--- src/rtl/stream_fifo_v4_pkg.sv ---
// Shared FIFO helpers: counter sizing, wrap-to-zero pointer increment, operation encoding.
// Latency: n/a (package only).
// Backpressure: n/a (package only).
package stream_fifo_pkg;

    // Per-cycle queue operation after bypass has been removed.
    typedef enum logic [1:0] {
        OP_IDLE = 2'b00,
        OP_POP  = 2'b01,
        OP_PUSH = 2'b10,
        OP_BOTH = 2'b11
    } fifo_op_e;

    // Bits needed to hold 0..depth inclusive.
    function automatic int unsigned cnt_width(input int unsigned depth);
        return $clog2(depth + 1);
    endfunction

    // Increment with explicit wrap at depth-1, valid for any depth (no modulo).
    function automatic logic [31:0] ptr_inc(input logic [31:0] ptr, input int unsigned depth);
        return (ptr == 32'(depth - 1)) ? 32'd0 : ptr + 32'd1;
    endfunction

endpackage

--- src/rtl/stream_fifo_v4_if.sv ---
// Stream FIFO bus: upstream/downstream valid-ready handshakes, flush, thresholds, status.
// Latency: n/a (wiring only).
// Backpressure: ready_o is the FIFO's grant to the producer; ready_i is the consumer's grant.
interface stream_fifo_v4_if #(
    parameter int unsigned DEPTH = 8,
    parameter type         dtype = logic [31:0]
);
    localparam int unsigned CNT_WIDTH = stream_fifo_pkg::cnt_width(DEPTH);

    logic                 flush_i;
    logic                 valid_i;
    logic                 ready_o;
    dtype                 data_i;
    logic                 valid_o;
    logic                 ready_i;
    dtype                 data_o;
    logic [CNT_WIDTH-1:0] af_thresh_i;
    logic [CNT_WIDTH-1:0] ae_thresh_i;
    logic [CNT_WIDTH-1:0] usage_o;
    logic                 almost_full_o;
    logic                 almost_empty_o;
    logic [CNT_WIDTH-1:0] max_usage_o;

    // FIFO side.
    modport slave (
        input  flush_i, valid_i, data_i, ready_i, af_thresh_i, ae_thresh_i,
        output ready_o, valid_o, data_o, usage_o, almost_full_o, almost_empty_o, max_usage_o
    );

    // Producer/consumer/controller side.
    modport master (
        output flush_i, valid_i, data_i, ready_i, af_thresh_i, ae_thresh_i,
        input  ready_o, valid_o, data_o, usage_o, almost_full_o, almost_empty_o, max_usage_o
    );
endinterface

--- src/rtl/stream_fifo_v4_ctrl.sv ---
// FIFO control: pointers, fill count, threshold flags and high watermark (no payload).
// Latency: state updates on the clock edge; ready/valid/flags are combinational from state.
// Backpressure: ready_o = not full, independent of ready_i; flush drops the same-cycle push.
// Ports: handshake in (valid_i, ready_i, flush_i), thresholds in; ready/valid, write enable,
//        pointers, empty, usage/watermark and flags out.
module stream_fifo_v4_ctrl
    import stream_fifo_pkg::*;
#(
    parameter bit          FALL_THROUGH = 1'b0,
    parameter int unsigned DEPTH        = 8,
    parameter int unsigned ADDR_WIDTH   = (DEPTH > 1) ? $clog2(DEPTH) : 1,
    parameter int unsigned CNT_WIDTH    = cnt_width(DEPTH)
) (
    input  logic                  clk_i,
    input  logic                  rst_ni,
    input  logic                  flush_i,
    input  logic                  valid_i,
    input  logic                  ready_i,
    input  logic [CNT_WIDTH-1:0]  af_thresh_i,
    input  logic [CNT_WIDTH-1:0]  ae_thresh_i,
    output logic                  ready_o,
    output logic                  valid_o,
    output logic                  empty_o,
    output logic                  we_o,
    output logic [ADDR_WIDTH-1:0] wr_ptr_o,
    output logic [ADDR_WIDTH-1:0] rd_ptr_o,
    output logic [CNT_WIDTH-1:0]  usage_o,
    output logic [CNT_WIDTH-1:0]  max_usage_o,
    output logic                  almost_full_o,
    output logic                  almost_empty_o
);
    localparam logic [CNT_WIDTH-1:0] FULL_CNT = CNT_WIDTH'(DEPTH);

    logic [ADDR_WIDTH-1:0] wr_ptr_q, wr_ptr_d, rd_ptr_q, rd_ptr_d;
    logic [CNT_WIDTH-1:0]  count_q, count_d, max_q, max_d;
    logic                  push, pop, bypass;
    fifo_op_e              op;

    assign empty_o = (count_q == '0);
    assign ready_o = (count_q != FULL_CNT);
    // In fall-through mode an empty FIFO presents the upstream beat directly.
    assign valid_o = !empty_o || (FALL_THROUGH && valid_i);
    assign push    = valid_i && ready_o;
    assign pop     = valid_o && ready_i;
    // Beat goes straight through: nothing is stored and no state moves.
    assign bypass  = FALL_THROUGH && empty_o && push && pop;
    assign op      = fifo_op_e'({push && !bypass, pop && !bypass});
    assign we_o    = push && !bypass && !flush_i;

    always_comb begin
        count_d  = count_q;
        wr_ptr_d = wr_ptr_q;
        rd_ptr_d = rd_ptr_q;
        case (op)
            OP_PUSH: count_d = count_q + CNT_WIDTH'(1);
            OP_POP:  count_d = count_q - CNT_WIDTH'(1);
            default: count_d = count_q;
        endcase
        if (op == OP_PUSH || op == OP_BOTH) wr_ptr_d = ADDR_WIDTH'(ptr_inc(32'(wr_ptr_q), DEPTH));
        if (op == OP_POP  || op == OP_BOTH) rd_ptr_d = ADDR_WIDTH'(ptr_inc(32'(rd_ptr_q), DEPTH));
        max_d = (count_d > max_q) ? count_d : max_q;
        if (flush_i) begin
            count_d  = '0;
            wr_ptr_d = '0;
            rd_ptr_d = '0;
            max_d    = '0;
        end
    end

    always_ff @(posedge clk_i or negedge rst_ni) begin
        if (!rst_ni) begin
            wr_ptr_q <= '0;
            rd_ptr_q <= '0;
            count_q  <= '0;
            max_q    <= '0;
        end else begin
            wr_ptr_q <= wr_ptr_d;
            rd_ptr_q <= rd_ptr_d;
            count_q  <= count_d;
            max_q    <= max_d;
        end
    end

    assign wr_ptr_o       = wr_ptr_q;
    assign rd_ptr_o       = rd_ptr_q;
    assign usage_o        = count_q;
    assign max_usage_o    = max_q;
    assign almost_full_o  = (count_q >= af_thresh_i);
    assign almost_empty_o = (count_q <= ae_thresh_i);
endmodule

--- src/rtl/stream_fifo_v4.sv ---
// Stream FIFO, any DEPTH >= 1, optional fall-through, thresholds and watermark.
// Latency: 1 cycle write-to-valid (0 cycles with FALL_THROUGH on an empty FIFO).
// Backpressure: ready_o deasserts when full; producer must hold data while stalled.
// Ports: clk_i, rst_ni (async active-low), bus (slave modport of stream_fifo_v4_if).
module stream_fifo_v4
    import stream_fifo_pkg::*;
#(
    parameter bit          FALL_THROUGH = 1'b0,
    parameter int unsigned DEPTH        = 8,
    parameter type         dtype        = logic [31:0],
    parameter int unsigned ADDR_WIDTH   = (DEPTH > 1) ? $clog2(DEPTH) : 1,
    parameter int unsigned CNT_WIDTH    = cnt_width(DEPTH)
) (
    input logic             clk_i,
    input logic             rst_ni,
    stream_fifo_v4_if.slave bus
);
    if (DEPTH == 0) begin : g_depth_chk
        $error("stream_fifo_v4: DEPTH must be >= 1");
    end

    logic                  we, empty;
    logic [ADDR_WIDTH-1:0] wr_ptr, rd_ptr;
    dtype                  mem_q [DEPTH];

    stream_fifo_v4_ctrl #(
        .FALL_THROUGH (FALL_THROUGH),
        .DEPTH        (DEPTH),
        .ADDR_WIDTH   (ADDR_WIDTH),
        .CNT_WIDTH    (CNT_WIDTH)
    ) u_ctrl (
        .clk_i          (clk_i),
        .rst_ni         (rst_ni),
        .flush_i        (bus.flush_i),
        .valid_i        (bus.valid_i),
        .ready_i        (bus.ready_i),
        .af_thresh_i    (bus.af_thresh_i),
        .ae_thresh_i    (bus.ae_thresh_i),
        .ready_o        (bus.ready_o),
        .valid_o        (bus.valid_o),
        .empty_o        (empty),
        .we_o           (we),
        .wr_ptr_o       (wr_ptr),
        .rd_ptr_o       (rd_ptr),
        .usage_o        (bus.usage_o),
        .max_usage_o    (bus.max_usage_o),
        .almost_full_o  (bus.almost_full_o),
        .almost_empty_o (bus.almost_empty_o)
    );

    // Payload storage is intentionally not reset.
    always_ff @(posedge clk_i) begin
        if (we) mem_q[wr_ptr] <= bus.data_i;
    end

    // Masked to zero when idle so downstream checkers never see stale or X data.
    assign bus.data_o = !bus.valid_o               ? '0          :
                        (FALL_THROUGH && empty)    ? bus.data_i  :
                                                     mem_q[rd_ptr];

`ifndef SYNTHESIS
    logic hold_q;
    dtype data_q;
    always_ff @(posedge clk_i or negedge rst_ni) begin
        if (!rst_ni) begin
            hold_q <= 1'b0;
            data_q <= '0;
        end else begin
            hold_q <= bus.valid_i && !bus.ready_o && !bus.flush_i;
            data_q <= bus.data_i;
        end
    end
    always @(posedge clk_i) begin
        if (rst_ni) begin
            assert (bus.usage_o <= CNT_WIDTH'(DEPTH))
                else $error("stream_fifo_v4: count exceeds DEPTH");
            assert (!(bus.valid_i && bus.ready_o && bus.usage_o == CNT_WIDTH'(DEPTH)))
                else $error("stream_fifo_v4: push while full");
            assert (!hold_q || bus.data_i == data_q)
                else $error("stream_fifo_v4: data_i changed while stalled");
        end
    end
`endif
endmodule

--- src/flat_wrapper.sv ---
// flat-port wrapper written by rule: the top's interface ports become plain ports
module stream_fifo_v4_flat import stream_fifo_pkg::*;
#(
    parameter bit          FALL_THROUGH = 1'b0,
    parameter int unsigned DEPTH        = 8,
    parameter type         dtype        = logic [31:0],
    parameter int unsigned ADDR_WIDTH   = (DEPTH > 1) ? $clog2(DEPTH) : 1,
    parameter int unsigned CNT_WIDTH    = cnt_width(DEPTH)
)
  (clk_i, rst_ni, bus_flush_i, bus_valid_i, bus_data_i, bus_ready_i, bus_af_thresh_i, bus_ae_thresh_i, bus_ready_o, bus_valid_o, bus_data_o, bus_usage_o, bus_almost_full_o, bus_almost_empty_o, bus_max_usage_o);
  stream_fifo_v4_if #(.DEPTH(DEPTH), .dtype(dtype)) bus_i ();
  input logic clk_i;
  input logic rst_ni;
  input wire logic [$bits(bus_i.flush_i)-1:0] bus_flush_i;
  input wire logic [$bits(bus_i.valid_i)-1:0] bus_valid_i;
  input wire logic [$bits(bus_i.data_i)-1:0] bus_data_i;
  input wire logic [$bits(bus_i.ready_i)-1:0] bus_ready_i;
  input wire logic [$bits(bus_i.af_thresh_i)-1:0] bus_af_thresh_i;
  input wire logic [$bits(bus_i.ae_thresh_i)-1:0] bus_ae_thresh_i;
  output wire logic [$bits(bus_i.ready_o)-1:0] bus_ready_o;
  output wire logic [$bits(bus_i.valid_o)-1:0] bus_valid_o;
  output wire logic [$bits(bus_i.data_o)-1:0] bus_data_o;
  output wire logic [$bits(bus_i.usage_o)-1:0] bus_usage_o;
  output wire logic [$bits(bus_i.almost_full_o)-1:0] bus_almost_full_o;
  output wire logic [$bits(bus_i.almost_empty_o)-1:0] bus_almost_empty_o;
  output wire logic [$bits(bus_i.max_usage_o)-1:0] bus_max_usage_o;
  assign bus_i.flush_i = bus_flush_i;
  assign bus_i.valid_i = bus_valid_i;
  assign bus_i.data_i = bus_data_i;
  assign bus_i.ready_i = bus_ready_i;
  assign bus_i.af_thresh_i = bus_af_thresh_i;
  assign bus_i.ae_thresh_i = bus_ae_thresh_i;
  assign bus_ready_o = bus_i.ready_o;
  assign bus_valid_o = bus_i.valid_o;
  assign bus_data_o = bus_i.data_o;
  assign bus_usage_o = bus_i.usage_o;
  assign bus_almost_full_o = bus_i.almost_full_o;
  assign bus_almost_empty_o = bus_i.almost_empty_o;
  assign bus_max_usage_o = bus_i.max_usage_o;
  stream_fifo_v4 #(.FALL_THROUGH(FALL_THROUGH), .DEPTH(DEPTH), .dtype(dtype), .ADDR_WIDTH(ADDR_WIDTH), .CNT_WIDTH(CNT_WIDTH)) u_core (.clk_i(clk_i), .rst_ni(rst_ni), .bus(bus_i));
endmodule
--- config.mk ---
export PLATFORM = sky130hd
export DESIGN_NAME = stream_fifo_v4_flat
export DESIGN_NICKNAME = d
export VERILOG_FILES = /design/src/rtl/stream_fifo_v4_pkg.sv /design/src/rtl/stream_fifo_v4_if.sv /design/src/rtl/stream_fifo_v4_ctrl.sv /design/src/rtl/stream_fifo_v4.sv /design/src/flat_wrapper.sv
export SDC_FILE = /design/constraint.sdc
export NUM_CORES = 1
export LEC_CHECK = 0
export CAP_MARGIN = 20
export CORE_MARGIN = 1.5
export CORE_UTILIZATION = 50
export DETAILED_ROUTE_END_ITERATION = 8
export GPL_ROUTABILITY_DRIVEN = 0
export GPL_TIMING_DRIVEN = 0
export PLACE_DENSITY_LB_ADDON = 0.08
export SLEW_MARGIN = 5
export SYNTH_ARGS = -nofsm -noshare
export SYNTH_HDL_FRONTEND = slang
export SYNTH_SLANG_ARGS = --single-unit
export TNS_END_PERCENT = 20
--- constraint.sdc ---
create_clock -name clk_i -period 5.5 [get_ports clk_i]
set_clock_uncertainty 0.2 [all_clocks]
set_input_delay 0.55 -clock clk_i [delete_from_list [all_inputs] [get_ports clk_i]]
set_output_delay 0.55 -clock clk_i [all_outputs]
set_load 0.01 [all_outputs]
==> qor.txt <==
TIMING
--------------------------------------------------------------------------------------------
Setup-failing EPs final                                                                    0
Pin slew with the least headroom to its limit                                        1050 ps
Number of hold violations in the final report                                              0
Final cycle utilization of the critical path                                           76.2%
Highest clock rate                                                                   239 MHz
Max transition margin                                                                  29.7%
Max-slew violation total from the final report                                             0
Setup repair after global routing missed its margin                                       no
WHS                                                                                   239 ps
Post-layout min period                                                               4190 ps

LOGIC SYNTHESIS
--------------------------------------------------------------------------------------------
Count of flip-flops with a built-in enable after synthesis                               256
Nets in the synthesized netlist                                                          611
Cell area after synthesis                                                         0.0109 mm2
Compound-Gate Fraction of Synth Area                                                   1.85%
Basic-gate share of the synthesized area counting and, or, nand and nor cells          4.38%
Multiplexer fraction of the synthesized cell area                                      16.4%
Post-synth top flop                                                             sky130_fd_sc_hd__edfxtp_1
Synthesis warning total                                                                    0
Register bit total from synthesis                                                        270
Synth Area in Adders                                                                   1.95%
Xor/xnor cell area share of the yosys netlist                                        0.0803%
Sequential-to-total area share from yosys stat                                         73.7%
Largest family of logic cells by synthesized area                               multiplexers
Gate Count Post-Synth                                                                    549
Avg Cell Area, Syn                                                                  19.9 um2
Async S/R FF share, synth                                                              5.19%
Synth unique cells                                                                        40

FINAL LAYOUT
--------------------------------------------------------------------------------------------
Final core area utilization                                                            62.7%
Area growth from synthesis to layout                                                   22.0%
Fin nets                                                                                 744
Total inserted antenna cells                                                               0
Fraction of final layout cells sized beyond drive strength 1                           20.6%

WORST SETUP PATH
--------------------------------------------------------------------------------------------
Crit path max-delay family                                                      simple AND/OR/NAND/NOR gates
Critical Path Sink Type                                                            flip-flop
Data arrival time at the worst-slack endpoint                                        4370 ps
Max stage delay cell, worst path                                                sky130_fd_sc_hd__or4b_4
Startpoint of the worst setup timing path                                       u_core.u_ctrl.usage_o[3]
Kind of critical path                                                           flip-flop to flip-flop
Kind of start point of the critical path                                           flip-flop
Reg2reg start                                                                   u_core.u_ctrl.usage_o[3]
Buf/Inv on CP                                                                              1
Highest cell delay on the worst timing path                                           540 ps
Critical path, cell by cell                                                     clkbuf_2 > or4b_4 > and2_2 > nor2_1 > xor2_1 > ha_1 > o22ai_1 > a2111oi_2 > ha_1 > and4_1 > a21oi_1 > mux2i_1 > nor2_1
Peak fanout along the critical path                                                        8
Required time reported for the critical path endpoint                                5680 ps

GRT
--------------------------------------------------------------------------------------------
First-pass GRT wire length                                                          33100 um
Number of antenna violations at the first check in global routing                          1
Pin count of the biggest net entering global routing                                      24
Total track usage                                                                      19.9%
Via count of the first global-routing pass                                              5769
Overall overflow remaining after global route                                              0

DIE
--------------------------------------------------------------------------------------------
Height of the die                                                                     151 um
Placement row count                                                                       53
Placeable core region                                                             0.0212 mm2
Horizontal die dimension                                                              151 um
Total die area                                                                    0.0227 mm2
I/O pin cnt                                                                               89
Initial Utilization                                                                    51.4%

POWER
--------------------------------------------------------------------------------------------
Overall power after layout                                                           4850 uW
Maximum resistive drop on vdd                                                       0.294 mV
Reported leakage power                                                            0.00428 uW
Ratio of total power to cell area                                                 364 mW/mm2

CTS
--------------------------------------------------------------------------------------------
Cts-stage hold buffer count                                                                0
TritonCTS clock tree                                                                    done
Number of buffers inserted during clock tree synthesis                                    28
Clock Latency Late Sink                                                               520 ps
Maximum buffer depth of the clock tree                                                     3
Number of resized instances in the post-cts repair step                                    0
Root Driver                                                                     sky130_fd_sc_hd__clkbuf_16
Buffer count from post-CTS setup fixing                                                    0
Clk slew on worst S/H paths                                                            60 ps
H-tree lvl count                                                                           1
CTS Sinks                                                                                270

DRT
--------------------------------------------------------------------------------------------
Post-detailed-route count of antenna-violating nets                                        0
Via-per-instance ratio                                                                  5.67
Number of vias in the routed layout                                                     5542
TritonRoute pass-1 iters                                                                   5
Routed wirelength normalized by instance count                                       22.2 um
Initial drt markers                                                                      388
Wire length reported by the detailed router                                         21700 um
DRC violations left                                                                        0

RUN STATUS
--------------------------------------------------------------------------------------------
Outcome                                                                         complete, no violations

PLACEMENT
--------------------------------------------------------------------------------------------
DP HPWL                                                                             13900 um
Count of buffers inserted at the top-level ports                                          88

JOB
--------------------------------------------------------------------------------------------
Number of maximum-capacitance violations                                                   0

HOLD PATH
--------------------------------------------------------------------------------------------
Path type of the worst min-delay path                                           input pin to async pin

worst paths after layout:
kind / slack, ps / cells past startpoint / end
hold / removal: 240 / 1 / u_core.u_ctrl.usage_o[0]
setup reg to reg: 1310 / 13 / u_core.u_ctrl.max_usage_o[3]
max in group asynchronous: 4410 / 1 / u_core.u_ctrl.max_usage_o[0]
min in group clk_i: 380 / 2 / u_core.u_ctrl.max_usage_o[3]
hold reg to reg: 380 / 2 / u_core.u_ctrl.max_usage_o[3]
setup / recovery: 1310 / 13 / u_core.u_ctrl.max_usage_o[3]
per-stage QoR:
step / setup WS [ps] / TNS, ps / cell area (um2) / cells
2_1_floorplan: 1260 / 0 / 10900 / 549
3_3_place_gp: -1810 / -110780 / 12100 / 912
3_5_place_dp: 1120 / 0 / 12400 / 927
4_1_cts: 1320 / 0 / 13300 / 978
5_1_grt: 976 / 0 / 13300 / 978
6_report: 1310 / 0 / 13300 / 978
power breakdown:
part | internal, uW | total [uW] | switching [uW]
logic | 370 | 726 | 355
clock network | 1090 | 1810 | 721
registers | 2290 | 2310 | 22.2
logic make-up (layout without fill, tap and decap cells):
logic type | count (synthesis) | count (layout)
fa+ha+maj | 17 | 17
buf+inv | 39 | 193
mux | 99 | 99
xor+xnor | 1 | 1
flops | 270 | 270
simple gates | 95 | 95
compound gates | 28 | 28
Yosys cell counts, types with 3 or more instances:
master | instances | area share [%]
sky130_fd_sc_hd__edfxtp_1 | 256 | 71
sky130_fd_sc_hd__mux4_2 | 64 | 13
sky130_fd_sc_hd__nor2_1 | 49 | 1.7
sky130_fd_sc_hd__mux2i_1 | 34 | 3.1
sky130_fd_sc_hd__ha_1 | 17 | 2.0
sky130_fd_sc_hd__clkbuf_1 | 15 | 0.52
sky130_fd_sc_hd__dfrtp_1 | 14 | 3.2
sky130_fd_sc_hd__a21oi_1 | 13 | 0.60
sky130_fd_sc_hd__inv_1 | 11 | 0.38
sky130_fd_sc_hd__nand2b_1 | 9 | 0.52
sky130_fd_sc_hd__nor3_1 | 9 | 0.41
sky130_fd_sc_hd__nand2_1 | 6 | 0.21
sky130_fd_sc_hd__buf_1 | 5 | 0.17
sky130_fd_sc_hd__buf_2 | 5 | 0.23
sky130_fd_sc_hd__nor2b_1 | 4 | 0.23
sky130_fd_sc_hd__o21ai_0 | 4 | 0.18
sky130_fd_sc_hd__nand3_1 | 3 | 0.14
layout by cell type (no fill, tap or decap), types with 4 or more instances in the layout:
cell | synthesis | final
sky130_fd_sc_hd__clkdlybuf4s50_1 | 0 | 88
sky130_fd_sc_hd__nor2_4 | 0 | 6
sky130_fd_sc_hd__clkinv_2 | 0 | 7
sky130_fd_sc_hd__dfrtp_1 | 14 | 14
sky130_fd_sc_hd__nor2b_1 | 4 | 4
sky130_fd_sc_hd__buf_1 | 5 | 5
sky130_fd_sc_hd__nor3_1 | 9 | 7
sky130_fd_sc_hd__clkinv_1 | 0 | 10
sky130_fd_sc_hd__clkbuf_1 | 15 | 17
sky130_fd_sc_hd__inv_1 | 11 | 11
sky130_fd_sc_hd__o21ai_0 | 4 | 4
sky130_fd_sc_hd__a21oi_1 | 13 | 13
sky130_fd_sc_hd__buf_4 | 0 | 6
sky130_fd_sc_hd__buf_2 | 5 | 5
sky130_fd_sc_hd__nand2_1 | 6 | 6
sky130_fd_sc_hd__nand2b_1 | 9 | 9
sky130_fd_sc_hd__ha_1 | 17 | 17
sky130_fd_sc_hd__edfxtp_1 | 256 | 256
sky130_fd_sc_hd__buf_12 | 0 | 4
sky130_fd_sc_hd__buf_6 | 2 | 5
sky130_fd_sc_hd__nor2_1 | 49 | 43
sky130_fd_sc_hd__mux2i_1 | 34 | 34
sky130_fd_sc_hd__mux4_2 | 64 | 64
sky130_fd_sc_hd__clkbuf_16 | 0 | 29
cell type report:
cell class              count  area, um2
plain buffers              28        128
clock buffers              31        733
clock inverters            20        163
fillers                  1507       7920
inverters                  11       41.3
multi-input cells         240       2760
flip-flops and latches    270       8040
well taps                 275        344
repair buffers            103       1090
registers in the layout (all words and copies together) (netlist names):
signal / cells
u_core.u_ctrl.usage_o: 4
u_core.u_ctrl.rd_ptr_o: 3
u_core.u_ctrl.wr_ptr_o: 3
u_core.u_ctrl.max_usage_o: 4
u_core.mem_q: 256
per-layer routing:
layer / vias up / global-route usage (%) / wire [um]
met4: 0 / 4.08 / 255
met2: 166 / 34.4 / 11100
met3: 25 / 3.06 / 1250
met5: - / 0 / 0
li1: 2490 / - / -
met1: 2861 / 27.2 / 9120
Note: power is estimated with default switching activity, not from simulation.
